$ cat src/rtl/elevador_pkg.sv
// Shared definitions for the three-floor elevator sequencer.
//   state_t : controller states (IDLE=0, MOVE_UP=1, MOVE_DOWN=2, DOOR_OPEN=3)
//   dir_t   : remembered travel direction (UP/DOWN)
//   FLOOR_MIN / FLOOR_MAX : legal floor range
//   floor_bit / above_mask / below_mask : call-vector helpers for a floor
package elevador_pkg;

  typedef enum logic [1:0] {
    IDLE      = 2'd0,
    MOVE_UP   = 2'd1,
    MOVE_DOWN = 2'd2,
    DOOR_OPEN = 2'd3
  } state_t;

  typedef enum logic {
    UP   = 1'b0,
    DOWN = 1'b1
  } dir_t;

  localparam logic [1:0] FLOOR_MIN = 2'd0;
  localparam logic [1:0] FLOOR_MAX = 2'd2;

  function automatic logic [2:0] floor_bit(input logic [1:0] f);
    logic [2:0] m;
    case (f)
      2'd0:    m = 3'b001;
      2'd1:    m = 3'b010;
      2'd2:    m = 3'b100;
      default: m = 3'b000;
    endcase
    return m;
  endfunction

  function automatic logic [2:0] above_mask(input logic [1:0] f);
    logic [2:0] m;
    case (f)
      2'd0:    m = 3'b110;
      2'd1:    m = 3'b100;
      default: m = 3'b000;
    endcase
    return m;
  endfunction

  function automatic logic [2:0] below_mask(input logic [1:0] f);
    logic [2:0] m;
    case (f)
      2'd1:    m = 3'b001;
      2'd2:    m = 3'b011;
      default: m = 3'b000;
    endcase
    return m;
  endfunction

endpackage

$ cat src/rtl/elevador_tick_timer.sv
// Tick-enabled interval timer shared by travel and door timing.
//   clk, rst : system clock, async active-high reset
//   tick     : clock-enable pulse; the count advances only on tick
//   clear    : synchronous clear, holds the count at 0 and masks done
//   limit    : terminal count (interval length minus one)
//   done     : combinational pulse on the tick that reaches limit;
//              the count wraps to 0 on that same edge
module elevador_tick_timer #(
  parameter int unsigned TW = 3
) (
  input  logic          clk,
  input  logic          rst,
  input  logic          tick,
  input  logic          clear,
  input  logic [TW-1:0] limit,
  output logic          done
);

  logic [TW-1:0] count;

  assign done = tick && !clear && (count == limit);

  always_ff @(posedge clk or posedge rst) begin
    if (rst) begin
      count <= '0;
    end else if (clear || done) begin
      count <= '0;
    end else if (tick) begin
      count <= count + 1'b1;
    end
  end

endmodule

$ cat src/rtl/elevador_ctrl_3p.sv
// Three-floor elevator sequencer: latches calls, schedules travel with a
// direction-preference sweep, and drives registered motor/door outputs.
// Optional macro ELEV_DOOR_SENSOR_EN adds input door_block, which holds the
// door open (timer pinned at 0) while asserted.
//   clk, rst   : system clock, async active-high reset
//   tick       : one-cycle clock enable from the frequency divider
//   req[2:0]   : floor call buttons, OR-latched into pending
//   door_block : (ELEV_DOOR_SENSOR_EN only) door obstruction sensor
//   floor[1:0] : current floor 0..2
//   motor_up, motor_down, door_open : one-hot with the active state
//   pending    : latched outstanding calls
//   busy       : high whenever not IDLE
module elevador_ctrl_3p
  import elevador_pkg::*;
#(
  parameter int unsigned TRAVEL_TICKS = 4,
  parameter int unsigned DOOR_TICKS   = 3,
  parameter int unsigned TW           = 3
) (
  input  logic       clk,
  input  logic       rst,
  input  logic       tick,
  input  logic [2:0] req,
`ifdef ELEV_DOOR_SENSOR_EN
  input  logic       door_block,
`endif
  output logic [1:0] floor,
  output logic       motor_up,
  output logic       motor_down,
  output logic       door_open,
  output logic [2:0] pending,
  output logic       busy
);

  localparam logic [TW-1:0] TRAVEL_LIM = TW'(TRAVEL_TICKS - 1);
  localparam logic [TW-1:0] DOOR_LIM   = TW'(DOOR_TICKS - 1);

  state_t        state, state_nxt;
  dir_t          dir, dir_nxt;
  logic [1:0]    floor_nxt;
  logic [2:0]    calls;
  logic [2:0]    clr_mask;
  logic [2:0]    pending_nxt;
  logic          door_hold;
  logic          tmr_clear;
  logic          tmr_done;
  logic [TW-1:0] tmr_limit;

`ifdef ELEV_DOOR_SENSOR_EN
  assign door_hold = door_block;
`else
  assign door_hold = 1'b0;
`endif

  // Requests arriving this cycle take part in every decision made this cycle.
  assign calls = pending | req;

  // Timer is pinned at 0 in IDLE; in DOOR_OPEN a fresh call for this floor
  // or an obstruction restarts the full door interval. Kept independent of
  // tmr_done so there is no combinational loop through the timer.
  assign tmr_clear = (state == IDLE) ||
                     ((state == DOOR_OPEN) && ((|(req & floor_bit(floor))) || door_hold));

  assign tmr_limit = (state == DOOR_OPEN) ? DOOR_LIM : TRAVEL_LIM;

  elevador_tick_timer #(
    .TW(TW)
  ) u_timer (
    .clk  (clk),
    .rst  (rst),
    .tick (tick),
    .clear(tmr_clear),
    .limit(tmr_limit),
    .done (tmr_done)
  );

  always_comb begin
    state_nxt = state;
    dir_nxt   = dir;
    floor_nxt = floor;
    case (state)
      IDLE: begin
        if (|(calls & floor_bit(floor))) begin
          state_nxt = DOOR_OPEN;
        end else if ((dir == UP) && (|(calls & above_mask(floor)))) begin
          state_nxt = MOVE_UP;
        end else if (|(calls & below_mask(floor))) begin
          state_nxt = MOVE_DOWN;
          dir_nxt   = DOWN;
        end else if (|(calls & above_mask(floor))) begin
          state_nxt = MOVE_UP;
          dir_nxt   = UP;
        end
      end
      MOVE_UP: begin
        if (tmr_done) begin
          if (floor == FLOOR_MAX) begin
            state_nxt = IDLE;
          end else begin
            floor_nxt = floor + 2'd1;
            if (|(calls & floor_bit(floor_nxt))) begin
              state_nxt = DOOR_OPEN;
            end else if (|(calls & above_mask(floor_nxt))) begin
              state_nxt = MOVE_UP;
            end else begin
              state_nxt = IDLE;
            end
          end
        end
      end
      MOVE_DOWN: begin
        if (tmr_done) begin
          if (floor == FLOOR_MIN) begin
            state_nxt = IDLE;
          end else begin
            floor_nxt = floor - 2'd1;
            if (|(calls & floor_bit(floor_nxt))) begin
              state_nxt = DOOR_OPEN;
            end else if (|(calls & below_mask(floor_nxt))) begin
              state_nxt = MOVE_DOWN;
            end else begin
              state_nxt = IDLE;
            end
          end
        end
      end
      DOOR_OPEN: begin
        if (tmr_done) begin
          state_nxt = IDLE;
        end
      end
      default: state_nxt = IDLE;
    endcase
  end

  // The served floor's call is dropped while the door is open and on the
  // very cycle the door is entered (using the arrival floor).
  always_comb begin
    clr_mask = '0;
    if ((state == DOOR_OPEN) || (state_nxt == DOOR_OPEN)) begin
      clr_mask = floor_bit(floor_nxt);
    end
    pending_nxt = calls & ~clr_mask;
  end

  always_ff @(posedge clk or posedge rst) begin
    if (rst) begin
      state      <= IDLE;
      dir        <= UP;
      floor      <= FLOOR_MIN;
      pending    <= '0;
      motor_up   <= 1'b0;
      motor_down <= 1'b0;
      door_open  <= 1'b0;
      busy       <= 1'b0;
    end else begin
      state      <= state_nxt;
      dir        <= dir_nxt;
      floor      <= floor_nxt;
      pending    <= pending_nxt;
      motor_up   <= (state_nxt == MOVE_UP);
      motor_down <= (state_nxt == MOVE_DOWN);
      door_open  <= (state_nxt == DOOR_OPEN);
      busy       <= (state_nxt != IDLE);
    end
  end

endmodule

$ cat config.mk
export PLATFORM = sky130hd
export DESIGN_NAME = elevador_ctrl_3p
export DESIGN_NICKNAME = d
export VERILOG_FILES = /design/src/rtl/elevador_pkg.sv /design/src/rtl/elevador_tick_timer.sv /design/src/rtl/elevador_ctrl_3p.sv
export SDC_FILE = /design/constraint.sdc
export NUM_CORES = 1
export LEC_CHECK = 0
export CAP_MARGIN = 10
export CORE_ASPECT_RATIO = 0.75
export CORE_MARGIN = 5
export CORE_UTILIZATION = 40
export CTS_CLUSTER_DIAMETER = 200
export DETAILED_ROUTE_END_ITERATION = 7
export HOLD_SLACK_MARGIN = 0.02
export SYNTH_ARGS = -nofsm -noshare
export SYNTH_HDL_FRONTEND = slang
export SYNTH_SLANG_ARGS = --single-unit
$ cat constraint.sdc
create_clock -name clk -period 3.3 [get_ports clk]
set_input_delay 0.825 -clock clk [delete_from_list [all_inputs] [get_ports clk]]
set_output_delay 0.825 -clock clk [all_outputs]
set_load 0.01 [all_outputs]
### Word-level counts from Yosys, hierarchy flattened

Cells that the tools add are included.

| word-level totals | value |
|---|---|
| logic and storage cells | 125 |
| input port bits | 6 |
| register bits after elaboration | 15 |

| cells by class | value |
|---|---|
| bitwise gates (word level) | 15 |
| eq/ne operators | 15 |
| reductions and logical operators | 26 |
| mux-type cells | 57 |
| add/sub/neg operators | 3 |

Operator list:

| cell | number |
|---|---|
| 3-bit two-way mux | 27 |
| 3-bit one-hot mux with 3 select lines | 4 |
| 2-bit two-way mux | 16 |
| 3-bit bitwise AND | 10 |
| 3-bit OR reduction | 9 |
| 2-bit == test, second input constant | 8 |
| 2-bit by 1-bit == test with 1-bit output, second input constant | 6 |
| 2-bit one-hot mux with 2 select lines | 3 |
| 3-bit one-hot mux with 2 select lines | 2 |
| 2-bit logical NOT | 5 |
| 2-bit one-hot mux with 4 select lines | 1 |
| 2-bit nonzero test | 3 |
| 1-bit logical AND | 4 |
| 1-bit two-way mux | 4 |
| 4-bit AND reduction | 1 |
| 3-bit by 1-bit adder with 3-bit output, second input constant | 1 |
| 3-bit by 2-bit == test with 1-bit output | 1 |
| 1-bit logical OR | 3 |
| 1-bit inverter | 3 |
| 3-bit inverter | 1 |
| 3-bit OR | 1 |
| 2-bit by 1-bit adder with 2-bit output, second input constant | 1 |
| 2-bit by 1-bit subtractor with 2-bit output, second input constant | 1 |
| 1-bit logical NOT | 1 |

### Logic depth before layout (Yosys ltp)

| logic depth | value |
|---|---|
| depth after elaboration | 31 |
| depth in mapped cells | 8 |

### Cells and area by module

From an unflattened synthesis, not the netlist that was laid out.

| unflattened totals | value |
|---|---|
| cells, all modules | 129 |
| area, all modules | 1187.4 µm² |

Modules (own cells, without submodules):

| module | cells an instance | instances | seq. area each (µm²) | area an instance (µm²) |
|---|---|---|---|---|
| elevador_ctrl_3p | 101 | 1 | 300.3 | 929.6 |
| elevador_tick_timer | 28 | 1 | 75.1 | 257.7 |

### Worst setup path after synthesis

No wires, ideal clock.

| path | value |
|---|---|
| kind | input -> register |
| from | input port req[1] |
| to | register pending[0] |
| arrival time | 2089 ps |
| setup slack | 1077 ps |
| cell stages on the path | 6 |
| required time | 3166 ps |
| buffers on the path | 0 |
| library setup time | 134 ps |
| path through | o41a_1 > or2_0 > o21ai_0 > o21ai_0 > a32oi_1 > a31oi_1 |

| on the way | value |
|---|---|
| word-level cells in the longest chain between the ends | 14 |
| elaborated cells between the ends (all ways) | 51 |
| classes of those cells | eq/ne (3); mux (19); bitwise (12); reduce/logical (17) |

Ends and longest elaborated chain:

| element | line | source |
|---|---|---|
| from (decl) | elevador_ctrl_3p.sv:23 | `input logic [2:0] req,` |
| 3-bit bitwise AND | elevador_ctrl_3p.sv:62 | `((state == DOOR_OPEN) && ((\|(req & floor_bit(floor))) \|\| door_hold));` |
| 3-bit OR reduction | elevador_ctrl_3p.sv:62 |  |
| 1-bit logical AND | elevador_ctrl_3p.sv:62 |  |
| 1-bit logical OR | elevador_ctrl_3p.sv:61 | `assign tmr_clear = (state == IDLE) \|\|` |
| 1-bit logical NOT | elevador_tick_timer.sv:21 | `assign done = tick && !clear && (count == limit);` |
| 1-bit logical AND (2 in a row) | elevador_tick_timer.sv:21 |  |
| 2-bit two-way mux, on equally long branches | elevador_ctrl_3p.sv:112, elevador_ctrl_3p.sv:96, elevador_ctrl_3p.sv:128 |  |
| 2-bit one-hot mux with 2 select lines / 2-bit one-hot mux with 4 select lines (equally long branches) | elevador_ctrl_3p.sv:81 | `case (state)` |
| 2-bit == test (tied with other cells) | elevador_pkg.sv:25 | `case (f)` |
| 3-bit one-hot mux with 3 select lines / 1-bit logical OR (equally long branches) | elevador_pkg.sv:25, elevador_ctrl_3p.sv:140 |  |
| 3-bit two-way mux * | elevador_ctrl_3p.sv:140 | `if ((state == DOOR_OPEN) \|\| (state_nxt == DOOR_OPEN)) begin` |
| 3-bit inverter * | elevador_ctrl_3p.sv:143 | `pending_nxt = calls & ~clr_mask;` |
| 3-bit bitwise AND * | elevador_ctrl_3p.sv:143 |  |
| named net pending_nxt[0] | elevador_ctrl_3p.sv:43 | `logic [2:0] pending_nxt;` |
| to (signal assigned) | elevador_ctrl_3p.sv:160 | `pending <= pending_nxt;` |
| to (decl) | elevador_ctrl_3p.sv:31 | `output logic [2:0] pending,` |

Mark *: on every way through the listed nets, which the timed path passes. The rest lies on a longest branch.
A chain may end at the register's enable or synchronous reset.

### Worst setup path after layout

Ends and elaborated chain as after synthesis.

==> results.sh <==
export IMPL_status="finished clean"
export IMPL_final_cells=170
export IMPL_path_clk_slew_ps=90
export IMPL_critical_path_class="primary input to flop"
export IMPL_slew_violations=0
export IMPL_p_leak_nw=0.5644
export IMPL_cts_made_buffers=3
export IMPL_start_util=0.4187
export IMPL_cp_arrival_ps=2870
export IMPL_rsz0062_at_grt="no"
export IMPL_clock_path_buffers=2
export IMPL_global_route_usage_met3=0.02536
export IMPL_grt_pass1_vias=894
export IMPL_p_int_w=0.0005688
export IMPL_firstDrtPassIters=4
export IMPL_finalSetupViolations=0
export IMPL_fmax_ghz=0.3685
export IMPL_fill_cells=268
export IMPL_timing_final_crit_share=0.8224
export IMPL_dpl_worst_slack_ps=351.6
export IMPL_io_pins=15
export IMPL_dp_cells=166
export IMPL_grt_overflow=0
export IMPL_cts_resized=0
export IMPL_via_per_inst=5.729
export IMPL_grtUsageTotal=0.1385
export IMPL_cts_tree="done"
export IMPL_synthCells=116
export IMPL_avgSynthCellArea_um2=9.395
export IMPL_grt_use_met1=0.2112
export IMPL_antenna_found_initial=0
export IMPL_clock_sinks=15
export IMPL_dp_hpwl_um=2031
export IMPL_yosysUniqueCellTypes=36
export IMPL_die_area_um2=3879
export IMPL_grt_busiest_layer="met1"
export IMPL_hold_path_class="flop to flop"
export IMPL_ys_seq_elements=15
export IMPL_crit_path_frequent_cell="o21ai_0"
export IMPL_powerDensity_nw_per_um2=820.8
export IMPL_place_congestion=0.8295
export IMPL_first_iter_violations=125
export IMPL_pwr_share_seq=0.287
export IMPL_fin_util=0.5000
export IMPL_startpoint_type="primary input"
export IMPL_slowest_delay_ps=520
export IMPL_power_switching_w=0.0004993
export IMPL_die_y_um=55.21
export IMPL_cp_required_ps=3460
export IMPL_hold_viol_final=0
export IMPL_worst_slew_pin_slew_ps=624.2
export IMPL_cts_hold_buf=0
export IMPL_num_vias=974
export IMPL_grt_pass1_wl_um=4360
export IMPL_p_comb_frac=0.613
export IMPL_post_cts_buffers=0
export IMPL_skew_ps=2.795
export IMPL_wl_per_cell_um=15.14
export IMPL_wirelength_um=2573
export IMPL_drive_gt1_frac=0.06716
export IMPL_timing_final_crit_period_ps=2714
export IMPL_grt_max_degree=16
export IMPL_fin_tns_setup_ps=0
export IMPL_sw_frac_of_total=0.4674
export IMPL_path_max_fanout=7
export IMPL_pwr_share_clk=0.099
export IMPL_core_area_um2=2603
export IMPL_synthToLayoutAreaGrowth_pct=19.40
export IMPL_io_buffers=14
export IMPL_cp_end_kind="flop"
export IMPL_clkLatencyLatePin_ps=280
export IMPL_vdd_drop_max_mv=0.3437
export IMPL_ant_nets=0
export IMPL_drc=0
export IMPL_setup_slack_ps=586.0
export IMPL_netlist_area_um2=1090
export IMPL_ys_warn_count=0
export IMPL_timing_slew_headroom=0.5810
export IMPL_slowest_stage="clkdlybuf4s50_1"
export IMPL_gr_usage_met2=0.2000
export IMPL_nets=153
export IMPL_synth_fp_nets=134
export IMPL_drv_cap=0
export IMPL_root_buffer="clkbuf_4"
export IMPL_path_buf_inv=1
export IMPL_most_common_layout_cells="o21ai_0, dfrtp_1, clkdlybuf4s50_1"
export IMPL_critical_path_top_delay_family="compound AO/OA/AOI/OAI gates"
export IMPL_cts_htree_levels=1
export IMPL_fp_dieW_um=70.27
export IMPL_n_antenna_cell=0
export IMPL_path_cells="clkdlybuf4s50_1 -> o41a_1 -> or2_0 -> o21ai_0 -> o21ai_0 -> a32oi_1 -> a31oi_1"
export IMPL_ys_seq_area_frac=0.3444
export IMPL_row_count=16
-- kinds of logic after synthesis --
kind of cell,share of synthesized area
AO/OA/AOI/OAI,0.2939
AND/OR/NAND/NOR,0.1493
flip-flops,0.3444
buffers and inverters,0.04134
adder cells (fa/ha/maj),0.1378
XOR/XNOR,0.02411
multiplexers,0.009185
-- worst register-to-register path, stage by stage, from the launching register on --
cell	delay [ps]
dfrtp_1	460
inv_1	130
ha_1	280
a22oi_1	120
o21ai_1	510
a211o_1	190
o221ai_2	100
a32oi_1	380
a31oi_1	140
-- worst paths after layout --
| kind | from | end | slack [ps] | cells after the start |
|---|---|---|---|---|
| max in group asynchronous | rst | door_open$_DFF_PP0_ | 2020 | 2 |
| hold / removal | u_timer.count[2]$_DFFE_PP0P_ | u_timer.count[2]$_DFFE_PP0P_ | 560 | 2 |
| setup reg to reg | floor[1]$_DFF_PP0_ | pending[0]$_DFF_PP0_ | 850 | 8 |
| hold reg to reg | u_timer.count[2]$_DFFE_PP0P_ | u_timer.count[2]$_DFFE_PP0P_ | 560 | 2 |
| min in group asynchronous | rst | floor[1]$_DFF_PP0_ | 900 | 2 |
| setup / recovery | req[1] | pending[0]$_DFF_PP0_ | 590 | 7 |
-- per-layer routing --
| metal | part of all wire | routed length [um] |
|---|---|---|
| met4 | 0.010 | 26 |
| met1 | 0.48 | 1239 |
| met3 | 0.056 | 143 |
| met5 | 0 | 0 |
| met2 | 0.45 | 1164 |
-- cell type report --
type                    count  area, um^2  area share
clock buffers               4       26.28     0.02019
multi-input cells          89       669.4      0.5144
well taps                  36       45.04     0.03462
inverters                  12       45.04     0.03462
repair buffers             14       140.1      0.1077
flip-flops and latches     15       375.4      0.2885
-- registers in the layout (all words and copies together), names as in the netlist --
signal         flops
motor_up           1
motor_down         1
door_open          1
u_timer.count      3
pending            3
busy               1
state              2
dir                1
floor              2
-- metrics by stage --
stage | total power, W | cell area [um^2] | hold slack (ps)
final | 0.001068 | 1301 | 556.8
after global routing | 0.001172 | 1301 | 581.9
after CTS | 0.001072 | 1301 | 563.4
after detailed placement | 0.0009611 | 1275 | 545.4
after global placement | 0.0009394 | 1275 | 531.2
after floorplan | 0.0007521 | 1090 | 500.6
-- power by group through the flow --
stage	logic, W	registers (W)	clock network (W)
floorplan	0.000437	0.000315	0
global route	0.000732	0.000319	0.000121
global placement	0.000630	0.000309	0
detailed placement	0.000650	0.000311	0
CTS	0.000655	0.000306	0.000111
finish	0.000655	0.000307	0.000106
-- Yosys cell counts --
library cell   n  area share
nand4b_4       1       0.022
o31a_1         4       0.032
nor2_1        11       0.038
o21bai_1       1      0.0069
o32a_1         1      0.0092
nor2b_1        3       0.017
inv_1         10       0.034
a31oi_2        1       0.011
and3_1         1      0.0057
ha_1          12        0.14
clkinv_1       2      0.0069
a211o_1        2       0.016
o41a_1         1       0.010
or2_0          1      0.0057
o21ai_0       15       0.069
o311ai_1       1      0.0080
xnor2_1        1      0.0080
mux2i_1        1      0.0092
nor3_1         3       0.014
nor2_2         1      0.0057
a31oi_1        5       0.029
a22oi_1        1      0.0069
o21ai_1        1      0.0046
o221ai_1       1      0.0080
nand3_1        2      0.0092
o221ai_2       1       0.014
a21oi_1        2      0.0092
o21a_1         3       0.021
or2b_1         1      0.0069
a32oi_1        1      0.0080
and2_1         2       0.011
o221a_2        1       0.010
o32a_4         1       0.021
nand2_1        4       0.014
dfrtp_1       15        0.34
xor2_1         2       0.016
No activity file was read; power rests on OpenSTA's default activity.
